===== config.mk =====
export PLATFORM = sky130hd
export DESIGN_NAME = camera_gray_downscaler_flat
export DESIGN_NICKNAME = d
export VERILOG_FILES = /design/src/rtl/camera_gray_downscaler_pkg.sv /design/src/rtl/camera_gray_downscaler_if.sv /design/src/rtl/camera_gray_downscaler_row_acc.sv /design/src/rtl/camera_gray_downscaler.sv /design/src/flat_wrapper.sv
export SDC_FILE = /design/constraint.sdc
export NUM_CORES = 2
export LEC_CHECK = 0
export CAP_MARGIN = 20
export CORE_UTILIZATION = 55
export DETAILED_ROUTE_END_ITERATION = 6
export GPL_TIMING_DRIVEN = 0
export PLACE_DENSITY = 0.71
export SLEW_MARGIN = 20
export SYNTH_ARGS = -nofsm -noshare
export SYNTH_HDL_FRONTEND = slang
export SYNTH_SLANG_ARGS = --single-unit

===== constraint.sdc =====
create_clock -name clk -period 31.6 [get_ports clk]
set_input_delay 6.32 -clock clk [delete_from_list [all_inputs] [get_ports clk]]
set_output_delay 6.32 -clock clk [all_outputs]
set_load 0.02 [all_outputs]

===== src/rtl/camera_gray_downscaler_pkg.sv =====
// Shared sizes and FSM encoding for the OV7670 luma box-downscaler.
// Imported by the interface, the row accumulator and the top.
package camera_gray_downscaler_pkg;

    localparam int DEF_IN_W = 640;
    localparam int DEF_IN_H = 480;
    localparam int OUT_W    = 160;
    localparam int OUT_H    = 120;
    localparam int ADDR_W   = 15;
    localparam int PIX_X_W  = $clog2(OUT_W);
    localparam int PIX_Y_W  = $clog2(OUT_H);

    typedef enum logic [1:0] {
        ST_IDLE,
        ST_ARMED,
        ST_CAPTURE,
        ST_DONE
    } state_t;

endpackage


===== src/rtl/camera_gray_downscaler_if.sv =====
// Camera pins, frame control and downscaled pixel stream as one bundle.
// master drives the camera side, slave is the downscaler.
interface camera_gray_downscaler_if;
    import camera_gray_downscaler_pkg::*;

    logic               cam_vsync;
    logic               cam_href;
    logic [7:0]         cam_data;
    logic               frame_req;
    logic               busy;
    logic               frame_start;
    logic               pix_valid;
    logic [7:0]         pix_data;
    logic [PIX_X_W-1:0] pix_x;
    logic [PIX_Y_W-1:0] pix_y;
    logic [ADDR_W-1:0]  pix_addr;
    logic               frame_done;
    logic               frame_err;

    modport master (
        output cam_vsync, cam_href, cam_data, frame_req,
        input  busy, frame_start, pix_valid, pix_data,
        input  pix_x, pix_y, pix_addr, frame_done, frame_err
    );

    modport slave (
        input  cam_vsync, cam_href, cam_data, frame_req,
        output busy, frame_start, pix_valid, pix_data,
        output pix_x, pix_y, pix_addr, frame_done, frame_err
    );

endinterface


===== src/rtl/camera_gray_downscaler_row_acc.sv =====
// Per-column vertical accumulator of horizontal block sums.
// Row 0 of a block overwrites, later rows add; readout is acc + hsum.
module camera_gray_downscaler_row_acc
    import camera_gray_downscaler_pkg::*;
#(
    parameter  int DEPTH      = OUT_W,
    parameter  int SCALE_LOG2 = 2,
    localparam int IDX_W      = (DEPTH > 1) ? $clog2(DEPTH) : 1,
    localparam int HS_W       = 8 + SCALE_LOG2,
    localparam int AC_W       = 8 + 2 * SCALE_LOG2
) (
    input  logic             clk,
    input  logic             i_we,
    input  logic             i_first,
    input  logic [IDX_W-1:0] i_idx,
    input  logic [HS_W-1:0]  i_hsum,
    output logic [7:0]       o_mean
);

    logic [AC_W-1:0] r_acc [DEPTH];
    logic [AC_W-1:0] w_sum;

    assign w_sum  = r_acc[i_idx] + AC_W'(i_hsum);
    // Top byte of the block sum is the truncated mean.
    assign o_mean = w_sum[AC_W-1 -: 8];

    // No reset: every entry is overwritten on the first row of a block.
    always_ff @(posedge clk) begin
        if (i_we) begin
            r_acc[i_idx] <= i_first ? AC_W'(i_hsum) : w_sum;
        end
    end

endmodule


===== src/rtl/camera_gray_downscaler.sv =====
// OV7670 YUV422 luma extractor with per-frame-armed 2^S x 2^S box downscale.
// Holds the capture FSM, byte phase, x/line counters and output strobes.
module camera_gray_downscaler
    import camera_gray_downscaler_pkg::*;
#(
    parameter int IN_W       = DEF_IN_W,
    parameter int IN_H       = DEF_IN_H,
    parameter int SCALE_LOG2 = 2,
    parameter bit Y_FIRST    = 1'b1
) (
    input logic                     clk,
    input logic                     rst_n,
    camera_gray_downscaler_if.slave bus
);

    localparam int O_W   = IN_W >> SCALE_LOG2;
    localparam int O_H   = IN_H >> SCALE_LOG2;
    localparam int IDX_W = (O_W > 1) ? $clog2(O_W) : 1;
    localparam int HS_W  = 8 + SCALE_LOG2;
    localparam int XC_W  = $clog2(IN_W + 1);
    localparam int LC_W  = $clog2(IN_H + 1);

    localparam logic [XC_W-1:0]   IN_W_C    = XC_W'(IN_W);
    localparam logic [LC_W-1:0]   IN_H_C    = LC_W'(IN_H);
    localparam logic [ADDR_W-1:0] LAST_ADDR = ADDR_W'(O_W * O_H - 1);
    localparam logic [ADDR_W-1:0] O_W_A     = ADDR_W'(O_W);
    // YUYV carries Y on phase 0, UYVY on phase 1.
    localparam logic Y_PHASE = ~Y_FIRST;

    state_t r_state;
    state_t w_next;
    logic   w_err;

    logic                  r_vsync_d;
    logic                  r_href_d;
    logic                  r_phase;
    logic [XC_W-1:0]       r_x;
    logic [LC_W-1:0]       r_line;
    logic [HS_W-1:0]       r_hsum;

    logic                  r_frame_start;
    logic                  r_pix_valid;
    logic [7:0]            r_pix_data;
    logic [PIX_X_W-1:0]    r_pix_x;
    logic [PIX_Y_W-1:0]    r_pix_y;
    logic [ADDR_W-1:0]     r_pix_addr;
    logic                  r_frame_done;
    logic                  r_frame_err;

    logic                  w_cap;
    logic                  w_vs_fall;
    logic                  w_vs_rise;
    logic                  w_href_fall;
    logic                  w_y;
    logic [SCALE_LOG2-1:0] w_sub;
    logic [SCALE_LOG2-1:0] w_row;
    logic                  w_blk_end;
    logic                  w_row_last;
    logic                  w_emit;
    logic                  w_last_pix;
    logic [HS_W-1:0]       w_hsum_full;
    logic [PIX_X_W-1:0]    w_idx;
    logic [PIX_Y_W-1:0]    w_pix_y;
    logic [ADDR_W-1:0]     w_addr;
    logic [7:0]            w_mean;

    assign w_cap       = (r_state == ST_CAPTURE);
    assign w_vs_fall   = r_vsync_d & ~bus.cam_vsync;
    assign w_vs_rise   = ~r_vsync_d & bus.cam_vsync;
    assign w_href_fall = r_href_d & ~bus.cam_href;

    assign w_y = w_cap && bus.cam_href
              && (r_phase == Y_PHASE)
              && (r_x < IN_W_C)
              && (r_line < IN_H_C);

    assign w_sub      = r_x[SCALE_LOG2-1:0];
    assign w_row      = r_line[SCALE_LOG2-1:0];
    assign w_blk_end  = w_y & (&w_sub);
    assign w_row_last = &w_row;
    assign w_emit     = w_blk_end & w_row_last;

    assign w_hsum_full = (w_sub == '0)
                       ? HS_W'(bus.cam_data)
                       : r_hsum + HS_W'(bus.cam_data);

    assign w_idx   = PIX_X_W'(r_x >> SCALE_LOG2);
    assign w_pix_y = PIX_Y_W'(r_line >> SCALE_LOG2);
    assign w_addr  = ADDR_W'(w_pix_y) * O_W_A + ADDR_W'(w_idx);

    assign w_last_pix = w_emit && (w_addr == LAST_ADDR);

    camera_gray_downscaler_row_acc #(
        .DEPTH      (O_W),
        .SCALE_LOG2 (SCALE_LOG2)
    ) u_row_acc (
        .clk     (clk),
        .i_we    (w_blk_end & ~w_row_last),
        .i_first (w_row == '0),
        .i_idx   (w_idx[IDX_W-1:0]),
        .i_hsum  (w_hsum_full),
        .o_mean  (w_mean)
    );

    always_ff @(posedge clk or negedge rst_n) begin
        if (!rst_n) begin
            r_state <= ST_IDLE;
        end else begin
            r_state <= w_next;
        end
    end

    always_comb begin
        w_next = r_state;
        w_err  = 1'b0;
        unique case (r_state)
            ST_IDLE: begin
                if (bus.frame_req) w_next = ST_ARMED;
            end
            ST_ARMED: begin
                if (w_vs_fall) w_next = ST_CAPTURE;
            end
            ST_CAPTURE: begin
                if (w_last_pix) begin
                    w_next = ST_DONE;
                end else if (w_vs_rise) begin
                    w_next = ST_ARMED;
                    w_err  = 1'b1;
                end
            end
            ST_DONE: begin
                w_next = ST_IDLE;
            end
            default: begin
                w_next = ST_IDLE;
            end
        endcase
    end

    always_ff @(posedge clk or negedge rst_n) begin
        if (!rst_n) begin
            r_vsync_d <= 1'b0;
            r_href_d  <= 1'b0;
            r_phase   <= 1'b0;
            r_x       <= '0;
            r_line    <= '0;
            r_hsum    <= '0;
        end else begin
            r_vsync_d <= bus.cam_vsync;
            r_href_d  <= bus.cam_href;
            if (!w_cap || !bus.cam_href) begin
                r_phase <= 1'b0;
                r_x     <= '0;
            end else begin
                r_phase <= ~r_phase;
                if (w_y) r_x <= r_x + 1'b1;
            end
            // Empty lines and lines past the frame height are not counted.
            if (!w_cap) begin
                r_line <= '0;
            end else if (w_href_fall && r_x != '0 && r_line < IN_H_C) begin
                r_line <= r_line + 1'b1;
            end
            if (w_y) r_hsum <= w_hsum_full;
        end
    end

    always_ff @(posedge clk or negedge rst_n) begin
        if (!rst_n) begin
            r_frame_start <= 1'b0;
            r_pix_valid   <= 1'b0;
            r_pix_data    <= '0;
            r_pix_x       <= '0;
            r_pix_y       <= '0;
            r_pix_addr    <= '0;
            r_frame_done  <= 1'b0;
            r_frame_err   <= 1'b0;
        end else begin
            r_frame_start <= w_y && r_line == '0 && r_x == '0;
            r_pix_valid   <= w_emit;
            r_frame_done  <= (r_state == ST_DONE);
            r_frame_err   <= w_err;
            if (w_emit) begin
                r_pix_data <= w_mean;
                r_pix_x    <= w_idx;
                r_pix_y    <= w_pix_y;
                r_pix_addr <= w_addr;
            end
        end
    end

    assign bus.busy        = (r_state != ST_IDLE);
    assign bus.frame_start = r_frame_start;
    assign bus.pix_valid   = r_pix_valid;
    assign bus.pix_data    = r_pix_data;
    assign bus.pix_x       = r_pix_x;
    assign bus.pix_y       = r_pix_y;
    assign bus.pix_addr    = r_pix_addr;
    assign bus.frame_done  = r_frame_done;
    assign bus.frame_err   = r_frame_err;

endmodule


===== src/flat_wrapper.sv =====
// flat-port wrapper written by rule: the top's interface ports become plain ports
module camera_gray_downscaler_flat import camera_gray_downscaler_pkg::*;
#(
    parameter int IN_W       = DEF_IN_W,
    parameter int IN_H       = DEF_IN_H,
    parameter int SCALE_LOG2 = 2,
    parameter bit Y_FIRST    = 1'b1
)
  (clk, rst_n, bus_cam_vsync, bus_cam_href, bus_cam_data, bus_frame_req, bus_busy, bus_frame_start, bus_pix_valid, bus_pix_data, bus_pix_x, bus_pix_y, bus_pix_addr, bus_frame_done, bus_frame_err);
  camera_gray_downscaler_if bus_i ();
  input logic clk;
  input logic rst_n;
  input wire logic [$bits(bus_i.cam_vsync)-1:0] bus_cam_vsync;
  input wire logic [$bits(bus_i.cam_href)-1:0] bus_cam_href;
  input wire logic [$bits(bus_i.cam_data)-1:0] bus_cam_data;
  input wire logic [$bits(bus_i.frame_req)-1:0] bus_frame_req;
  output wire logic [$bits(bus_i.busy)-1:0] bus_busy;
  output wire logic [$bits(bus_i.frame_start)-1:0] bus_frame_start;
  output wire logic [$bits(bus_i.pix_valid)-1:0] bus_pix_valid;
  output wire logic [$bits(bus_i.pix_data)-1:0] bus_pix_data;
  output wire logic [$bits(bus_i.pix_x)-1:0] bus_pix_x;
  output wire logic [$bits(bus_i.pix_y)-1:0] bus_pix_y;
  output wire logic [$bits(bus_i.pix_addr)-1:0] bus_pix_addr;
  output wire logic [$bits(bus_i.frame_done)-1:0] bus_frame_done;
  output wire logic [$bits(bus_i.frame_err)-1:0] bus_frame_err;
  assign bus_i.cam_vsync = bus_cam_vsync;
  assign bus_i.cam_href = bus_cam_href;
  assign bus_i.cam_data = bus_cam_data;
  assign bus_i.frame_req = bus_frame_req;
  assign bus_busy = bus_i.busy;
  assign bus_frame_start = bus_i.frame_start;
  assign bus_pix_valid = bus_i.pix_valid;
  assign bus_pix_data = bus_i.pix_data;
  assign bus_pix_x = bus_i.pix_x;
  assign bus_pix_y = bus_i.pix_y;
  assign bus_pix_addr = bus_i.pix_addr;
  assign bus_frame_done = bus_i.frame_done;
  assign bus_frame_err = bus_i.frame_err;
  camera_gray_downscaler #(.IN_W(IN_W), .IN_H(IN_H), .SCALE_LOG2(SCALE_LOG2), .Y_FIRST(Y_FIRST)) u_core (.clk(clk), .rst_n(rst_n), .bus(bus_i));
endmodule

==> results.py <==
metrics = {
    "synthesis": {
        "syn_avg_cell_area_sq_um": 22.4,
        "netlist_area_sq_um": 78100,
        "synthCells": 3491,
        "synth-seq-cells": 1991,
        "yosysSeqAreaShare_pct": 76.1,
        "synth_edf_count": 1920,
        "synthDistinctLibCells": 59,
        "synthArstFlopShare_pct": 3.57,
        "syn_nets": 3543,
        "ys.flop_type": "edfxtp_1",
        "synth-warning-count": 0,
    },
    "die": {
        "initial_core_util_pct": 55.7,
        "design.die.area_sq_um": 144000,
        "fp.dieW_um": 379,
        "core_area_sq_um": 140000,
        "ios": 56,
        "fp-row-count": 137,
        "die_h_um": 379,
    },
    "timing": {
        "max_freq_mhz": 87.2,
        "finalSetupTns_ns": 0,
        "min_period_ns": 11.47,
        "worstMarginPinSlew_ns": 1.34,
        "finClkSkew_ns": 0.0356,
        "period_share_pct": 36.3,
        "rsz0062_at_grt": "no",
        "finalSetupViolations": 0,
        "slew_viol_final": 0,
        "maxSlewHeadroom_pct": 10.5,
        "final_hold_viol_count": 0,
        "hold_ws_ns": 0.422,
    },
    "global_routing": {
        "grt_usage_pct": 31.0,
        "gr-total-overflow": 0,
        "grt_pass1_vias": 39465,
        "grt_start_max_net_pins": 129,
        "antenna_found_initial": 3,
        "grt_pass1_wl_um": 303000,
    },
    "pwr": {
        "irDropWorstVdd_mv": 0.0456,
        "powerDensity_nw_per_um2": 60.6,
        "leakagePower_nw": 27.7,
    },
    "worst_setup_path": {
        "crit_path_end_kind": "flop",
        "critPathBufInv": 12,
        "crit_top_cell": "buf_2",
        "rr_endpoint": "u_core.u_row_acc.r_acc[86][8]",
        "worst_ep_arrival_time_ns": 12.14,
        "path_max_fanout": 13,
        "required_ns": 32.27,
        "r2r_setup_slack_ns": 21.91,
        "ff2ff_path_depth": 26,
        "path_delay_family": "buffers and inverters",
        "critPathSlowestCell": "clkdlybuf4s50_1",
        "path_class": "in -> reg",
        "start_kind": "input pin",
        "rr_startpoint": "u_core.r_x[6]",
        "crit_path_max_incr_delay_ns": 0.50,
    },
    "route": {
        "drtIter0Drc": 6153,
        "ant_nets": 0,
        "viasPerCell": 6.81,
        "wl_per_cell_um": 36.6,
        "wirelength_um": 218000,
        "first_pass_iters": 6,
        "remaining_drc_errors": 0,
        "num_vias": 40579,
    },
    "layout": {
        "fillers": 9097,
        "drive_above_1_share_pct": 33.7,
        "fin_nets": 3967,
        "area_growth_pct": 15.8,
    },
    "clocking": {
        "clkLatencyLatePin_ns": 0.85,
        "cts_buffer_depth": 3,
        "cts.clk_slew.worst_paths_ns": 0.06,
        "cts_tree": "done",
        "clock-sinks": 1991,
        "cts_hold_buffers": 0,
        "htreeDepth": 4,
        "cts_resized": 0,
        "root_buffer": "clkbuf_16",
        "numCtsBuffers": 193,
        "cts_setup_buffers": 0,
    },
    "status": {
        "status": "finished, final reports clean",
    },
    "placed_design": {
        "routabilityCongestion": 1.00,
        "io_buffers": 55,
        "dp_hpwl_um": 147000,
    },
    "worst_hold_path": {
        "worstHoldEndpoint": "u_core.r_phase",
        "min_path_type": "reg -> reg",
        "min_from": "u_core.r_phase",
        "whs_path_depth": 1,
    },
    "job": {
        "cap_violations": 0,
    },
}
## cell usage after synthesis (all sizes together) (7+ instances only)
master,number,area share (%)
o21ai,53,0.34
a21oi,34,0.22
nand4,11,0.088
mux2i,19,0.24
dfrtp,71,2.3
nand3,25,0.16
nor4,7,0.056
edfxtp,1920,74
ha,35,0.56
xor2,18,0.20
a22oi,21,0.20
inv,25,0.12
nor2,210,1.0
clkbuf,83,0.40
mux4,598,17
buf,106,0.93
xnor2,14,0.16
nor3,15,0.096
nor2b,12,0.096
mux2,30,0.43
nand2,93,0.45
## final cells by class
type | count | area, sq um | share of cell area [%]
Timing Repair Buffer | 229 | 3100 | 3.42
Sequential cell | 1991 | 59400 | 65.7
Buffer | 189 | 1070 | 1.18
Clock buffer | 233 | 5060 | 5.60
Inverter | 25 | 93.8 | 0.104
Multi-Input combinational cell | 1286 | 18100 | 20.1
Antenna cell | 1 | 2.50 | 0.00277
Clock inverter | 127 | 1210 | 1.33
Tap cell | 1876 | 2350 | 2.59
## state kept, by name, summed over array words and instances, names as in the netlist, 2 cells and up
signal                  cells
u_core.r_x                 10
u_core.bus.pix_x            3
u_core.bus.pix_addr        15
u_core.bus.pix_y            7
u_core.u_row_acc.r_acc   1920
u_core.bus.pix_data         8
u_core.r_state              2
u_core.r_hsum              10
u_core.r_line               9
## power by group
group | leakage (nW) | total, mW | internal (mW) | switching, mW
logic | 6.71 | 0.211 | 0.0665 | 0.145
clock network | 3.08 | 2.30 | 1.31 | 0.993
registers | 17.9 | 2.97 | 2.96 | 0.00588
## routing by layer
layer / GRT usage [%] / part of all wire [%]
met5: 0 / 0.0092
met4: 13.7 / 4.9
met3: 9.32 / 12
met2: 46.5 / 46
met1: 42.6 / 37
## layout by cell type (no fill, tap or decap), types with 18 or more instances in the layout
cell type / count
buf_2: 58
nor2_1: 49
clkinv_2: 44
clkdlybuf4s50_1: 54
xor2_1: 18
buf_4: 32
dfrtp_1: 71
buf_8: 58
clkbuf_2: 19
a22oi_1: 21
buf_16: 26
mux2i_1: 19
nor2_2: 159
nand3_1: 22
clkbuf_16: 197
edfxtp_1: 1920
o21ai_0: 41
clkbuf_1: 100
inv_1: 25
a21oi_1: 31
mux2_2: 26
mux4_2: 598
clkinv_1: 41
ha_1: 35
nand2_1: 93
buf_6: 87
bufinv_16: 20
## stage by stage
step           power, mW  utilization [%]  area (sq um)  cells  setup WS, ns
3_5_place_dp        3.23             60.0         84100   5594         19.34
2_1_floorplan       3.14                -         78100   3491         12.76
5_1_grt             5.60             64.5         90500   5956         19.71
3_3_place_gp        3.23             57.8         81000   5422          2.30
6_report            5.48             64.5         90500   5957         20.13
4_1_cts             5.49             64.5         90400   5954         20.21
## how the worst max path moves through the flow
| stage | cells past startpoint | to | slack [ns] | startpoint |
|---|---|---|---|---|
| after floorplan | 11 | u_core.u_row_acc.r_acc[0][8] | 12.76 | bus_cam_data[0] |
| after global placement | 12 | u_core.u_row_acc.r_acc[118][8] | 2.30 | bus_cam_data[0] |
| after detailed placement | 26 | u_core.u_row_acc.r_acc[95][8] | 19.34 | bus_cam_data[0] |
| after CTS | 26 | u_core.u_row_acc.r_acc[93][8] | 20.21 | bus_cam_data[0] |
| after global routing | 25 | u_core.u_row_acc.r_acc[94][8] | 19.71 | bus_cam_data[0] |
| final | 26 | u_core.u_row_acc.r_acc[86][8] | 20.13 | bus_cam_data[0] |
## cell families (layout without fill, tap and decap cells)
logic type                 Yosys count  count (layout)  synth area share, %
and+or+nand+nor                    405             405                 2.23
DFF                               1991            1991                 76.1
adders and majority gates           39              39                0.663
muxes                              647             647                 17.9
other                                0               1                    0
buffers and inverters              214             803                 1.44
AOI/OAI and AO/OA                  163             163                 1.34
xor gates and xnor gates            32              32                0.359
## worst register-to-register path, cell delays in order, from the launching register on
cell and delay (ns):
dfrtp_1 0.52, clkbuf_1 0.53, buf_1 1.05, buf_2 0.64
buf_1 0.94, buf_1 0.74, mux2i_1 0.47, o21ai_1 0.16
ha_1 0.30, fa_1 0.47, a21o_1 0.20, a21oi_1 0.21
nor2b_1 0.08, o21a_1 0.18, o41ai_1 0.48, xnor2_1 0.25
nand2_1 0.11, o41ai_2 0.08, buf_4 0.24, buf_2 0.25
buf_2 0.26, buf_2 0.25, buf_2 0.28, buf_2 0.26
buf_4 0.19, buf_4 0.17, buf_2 0.23
(Power assumes the default switching activity.)
